`config.mk`:
```
export PLATFORM = sky130hd
export DESIGN_NAME = registro_desplazable
export DESIGN_NICKNAME = d
export VERILOG_FILES = /design/src/rtl/registro_desplazable.sv
export SDC_FILE = /design/constraint.sdc
export NUM_CORES = 1
export LEC_CHECK = 0
export CORE_AREA = 2 2 39 41
export CTS_CLUSTER_DIAMETER = 200
export DETAILED_ROUTE_END_ITERATION = 8
export DIE_AREA = 0 0 41 43
export GPL_TIMING_DRIVEN = 0
export HOLD_SLACK_MARGIN = 0.02
export MAX_ROUTING_LAYER = met4
export PLACE_DENSITY = 0.66
export SLEW_MARGIN = 20
export SYNTH_ARGS = -nofsm -noshare
export SYNTH_HDL_FRONTEND = slang
export SYNTH_SLANG_ARGS = --single-unit
```
`constraint.sdc`:
```
create_clock -name clk -period 1.7 [get_ports clk]
set_clock_uncertainty 0.1 [all_clocks]
set_input_delay 0.425 -clock clk [delete_from_list [all_inputs] [get_ports clk]]
set_output_delay 0.425 -clock clk [all_outputs]
set_load 0.05 [all_outputs]
```
`src/rtl/registro_desplazable.sv`:
```
// rtl/registro_desplazable.sv - universal shift register with shift, rotate, load and registered serial output
module registro_desplazable #(
    parameter int WIDTH = 4
) (
    input  logic             clk,
    input  logic             reset,
    input  logic             ENB,
    input  logic             DIR,
    input  logic             S_IN,
    input  logic [1:0]       MODO,
    input  logic [WIDTH-1:0] D,
    output logic [WIDTH-1:0] Q,
    output logic             S_OUT
);

    localparam logic [1:0] MODO_SHIFT  = 2'b00;
    localparam logic [1:0] MODO_ROTATE = 2'b01;
    localparam logic [1:0] MODO_LOAD   = 2'b10;
    localparam logic [1:0] MODO_HOLD   = 2'b11;

    logic [WIDTH-1:0] q_next;
    logic             s_out_next;

    // S_OUT always carries the bit that leaves the register on shift/rotate.
    always_comb begin
        q_next     = Q;
        s_out_next = S_OUT;
        case (MODO)
            MODO_SHIFT: begin
                if (DIR) begin
                    q_next     = {S_IN, Q[WIDTH-1:1]};
                    s_out_next = Q[0];
                end else begin
                    q_next     = {Q[WIDTH-2:0], S_IN};
                    s_out_next = Q[WIDTH-1];
                end
            end
            MODO_ROTATE: begin
                if (DIR) begin
                    q_next     = {Q[0], Q[WIDTH-1:1]};
                    s_out_next = Q[0];
                end else begin
                    q_next     = {Q[WIDTH-2:0], Q[WIDTH-1]};
                    s_out_next = Q[WIDTH-1];
                end
            end
            MODO_LOAD: begin
                q_next     = D;
                s_out_next = 1'b0;
            end
            MODO_HOLD: begin
                q_next     = Q;
                s_out_next = S_OUT;
            end
            default: begin
                q_next     = Q;
                s_out_next = S_OUT;
            end
        endcase
    end

    always_ff @(posedge clk) begin
        if (reset) begin
            Q     <= '0;
            S_OUT <= 1'b0;
        end else if (ENB) begin
            Q     <= q_next;
            S_OUT <= s_out_next;
        end
    end

endmodule

```
; After elaboration in Yosys (flattened, before gate mapping)
; Index checks and enable logic that the tools add are counted.
[totals]
register_bits = 5
output_inout_bits = 5
in_bits = 11
elab_cells = 14
[op_classes]
n_mux = 5
n_reduce_logical = 3
bitwise_logic = 1
eq_ne = 3
[op_table]
columns = op, count
row1 = $pmux W4 S3, 1
row2 = $mux W4, 2
row3 = $eq A2 B2 Y1 const B, 2
row4 = $eq A2 B1 Y1 const B, 1
row5 = $logic_not A2 Y1, 1
row6 = $pmux W1 S2, 1
row7 = $reduce_and A2 Y1, 1
row8 = $reduce_or A2 Y1, 1
row9 = $mux W1, 1
row10 = $not A1 Y1, 1

; Depth between registers and ports, before layout
[depth]
depth_word = 3
ltp_mapped = 5
depth_no_buf = 5

; Worst setup path before layout
; No wires, ideal clock.
[synth_timing]
path_type = input -> register
start = in MODO[0]
end = reg Q[1]
setup_time_ns = 0.121
t_arrival_ns = 1.365
path_slack_ns = 0.114
required_time_ns = 1.479
stages = 5
n_path_buf = 0
cell_sequence = inv_1 > ha_1 > or2_2 > a221oi_2 > nor3_1
[synth_between]
elab_chain_len = 3
elab_cells_between_ends = 7
cone_classes = eq/ne (3) / mux (1) / bitwise (1) / reduce/logical (2)
[synth_rtl]
columns = item, line
row1 = start: declaration, 10  ; input logic [1:0] MODO,
row2 = "parallel branches: the longest is 3 deep, another holds $pmux W4 S3", n/a
row3 = end signal: assignment, 67  ; Q <= q_next;
row4 = end: declaration, 12  ; output logic [WIDTH-1:0] Q,
; Several ways; the timed one is not identified.
; A chain may end at the register's enable or synchronous reset.

; Worst setup path after layout
[layout_timing]
start = reg Q[1]
end = out Q[1]
; No word-level cell between the ends.

==> results.sh <==
export IMPL_status="finished, final reports clean"
export IMPL_dp_cells=75
export IMPL_crit_required_ps=1170
export IMPL_start_util_pct=27.8
export IMPL_dr_total_vias=380
export IMPL_slew_violations=0
export IMPL_fmax_ghz=0.618
export IMPL_die_h_um=43
export IMPL_grt_ovfl_total=0
export IMPL_finalCriticalPeriod_ps=1620
export IMPL_ys_ff_latch=5
export IMPL_drt_pass1_iterations=2
export IMPL_cts_tree="yes"
export IMPL_critPathTopFamily="buffers and inverters"
export IMPL_gp_congestion=0.769
export IMPL_wire_per_inst_um=10.5
export IMPL_path_cells="clkdlybuf4s15_1"
export IMPL_fin_cells=79
export IMPL_synth_seq_area_share_pct=26.1
export IMPL_hold_buffers=0
export IMPL_crit_path_start_kind="flop"
export IMPL_worstMarginPinSlew_ps=482
export IMPL_rsz0062_at_grt="no"
export IMPL_vias_per_cell=4.81
export IMPL_wl_um=827
export IMPL_grt_pass1_vias=390
export IMPL_numCtsBuffers=3
export IMPL_hold_class="flop to flop"
export IMPL_drc=0
export IMPL_slowest_delay_ps=500
export IMPL_power_density_nw_per_um2=681
export IMPL_antenna_left=0
export IMPL_clock_sinks=5
export IMPL_grt_max_degree=9
export IMPL_fp_dieW_um=41
export IMPL_crit_type="flop to output pin"
export IMPL_grt_usage_pct=12.8
export IMPL_finalSetupViolCount=0
export IMPL_synth_avg_cell_area_sq_um=8.73
export IMPL_post_cts_buffers=0
export IMPL_coreArea_sq_um=1380
export IMPL_antenna_found_initial=0
export IMPL_synth_top_area_share_pct=26.1
export IMPL_path_buf_inv=1
export IMPL_synthCells=44
export IMPL_dr_first_iter_drc_count=3
export IMPL_synth_fp_nets=59
export IMPL_drive_gt1_share_pct=28.6
export IMPL_crit_path_top_delay_cell="clkdlybuf4s15_1"
export IMPL_hold_violations=0
export IMPL_htree_num_levels=1
export IMPL_grt_pass1_wl_um=1450
export IMPL_finalNetCount=79
export IMPL_n_antenna_cell=0
export IMPL_rows=14
export IMPL_power_mw=0.393
export IMPL_clkLatencyLatePin_ps=250
export IMPL_clk_pin_slew_ps=50
export IMPL_p_leak_nw=0.262
export IMPL_synth_area_top_cells="dfxtp_1 26%, ha_1 13%, a221oi_2 7.8%"
export IMPL_cp_max_fo=4
export IMPL_ys_warnings_count=0
export IMPL_post_route_period_util_pct=95.2
export IMPL_portBuffers=15
export IMPL_netlist_area_sq_um=384
export IMPL_cts_buffer_depth=2
export IMPL_drv_cap=0
export IMPL_critPathArrivalTime_ps=1090
export IMPL_clockRootBuffer="clkbuf_4"
export IMPL_relSlewSlack_pct=68.0
export IMPL_ios=16
export IMPL_syn2layout_area_growth_pct=50.5
export IMPL_ys_types=18
export IMPL_cp_end_kind="output pin"
export IMPL_die_area_sq_um=1760
export IMPL_synth_top_cell_by_area="dfxtp_1"
export IMPL_max_vdd_ir_drop_mv=0.301
[cells in the mapped netlist]
| library cell | n |
|---|---|
| nand2_1 | 1 |
| mux2_1 | 2 |
| inv_1 | 3 |
| a221oi_2 | 2 |
| and2b_2 | 3 |
| nor2_1 | 4 |
| nor3_1 | 2 |
| nor2b_1 | 2 |
| nand2b_1 | 1 |
| and2b_1 | 1 |
| ha_1 | 4 |
| o21ai_0 | 4 |
| o211ai_1 | 1 |
| a21oi_1 | 3 |
| dfxtp_1 | 5 |
| and2_2 | 3 |
| or2_2 | 1 |
| a311oi_1 | 2 |
[path summary, 6_finish.rpt]
check / startpoint / to / slack [ps] / cells after the start
min reg2reg: S_OUT / S_OUT / 350 / 2
max reg2reg: Q[2] / Q[1] / 530 / 3
min: S_OUT / S_OUT / 350 / 2
max: Q[1] / Q[1] / 80 / 1
[power by group]
| part | total (mW) | switching [mW] | internal (mW) |
|---|---|---|---|
| Sequential | 0.133 | 0.00678 | 0.126 |
| Clock | 0.141 | 0.0516 | 0.0889 |
| Combinational | 0.120 | 0.0667 | 0.0537 |
| Total | 0.393 | 0.125 | 0.268 |
[timing repair]
action	CTS	global route
setup endpoints to repair	9	6
gates cloned	0	0
resized for setup	10	8
endpoints found under the hold margin	0	0
[worst register-to-register path: cells and delay by family, from the launching register on]
| kind | cells | cell delay [ps] |
|---|---|---|
| DFF | 1 | 330 |
| muxes | 1 | 310 |
| AOI/OAI and AO/OA | 1 | 240 |
| and+or+nand+nor | 1 | 70 |
[placed cells by master, fill, tap and decap left out, drive strengths merged]
master         count
a21oi              3
a221oi             2
a311oi             2
and2               3
and2b              4
clkbuf             7
clkdlybuf4s15      1
clkdlybuf4s50      7
dfxtp              5
dlygate4sd2        3
dlymetal6s2s       1
ha                 4
inv                3
mux2               2
nand2              1
nand2b             1
nor2               4
nor2b              2
nor3               2
o211ai             1
o21ai              4
or2                1
[cell families after synthesis]
family | Yosys count | share of synthesized area [%]
compound gates | 12 | 23.5
fa+ha+maj | 4 | 13.0
buf+inv | 3 | 2.93
flops | 5 | 26.1
mux | 2 | 5.86
simple gates | 18 | 28.7
[metrics by stage]
step / TNS [ps] / worst slack [ps] / hold slack, ps / util, % / cell area (sq um)
after floorplan: 0 / 114 / 394 / - / 384
after global placement: -2120 / -488 / 344 / 40.1 / 554
after detailed placement: -2220 / -504 / 353 / 40.1 / 554
after CTS: 0 / 3.19 / 357 / 42.3 / 586
after global routing: 0 / 19.5 / 383 / 41.8 / 578
final: 0 / 81.9 / 352 / 41.8 / 578
[layer usage]
layer / wire length, um / share of wire [%] / vias up / GRT usage (%)
li1: - / - / 193 / -
met1: 353 / 43 / 169 / 13.5
met2: 378 / 46 / 15 / 18.1
met3: 83 / 10 / 3 / 7.85
met4: 11 / 1.3 / 0 / 6.00
met5: 0 / 0 / - / -
[state kept, by name (all words and copies together), names as in the netlist]
name   flops
Q          4
S_OUT      1
[area by class of cell]
cell class	count	area [sq um]
inverters	3	11.3
fillers	157	806
multi-input cells	36	287
repair buffers	15	134
well taps	16	20.0
flip-flops and latches	5	100
clock buffers	4	26.3
(Power assumes the default switching activity.)
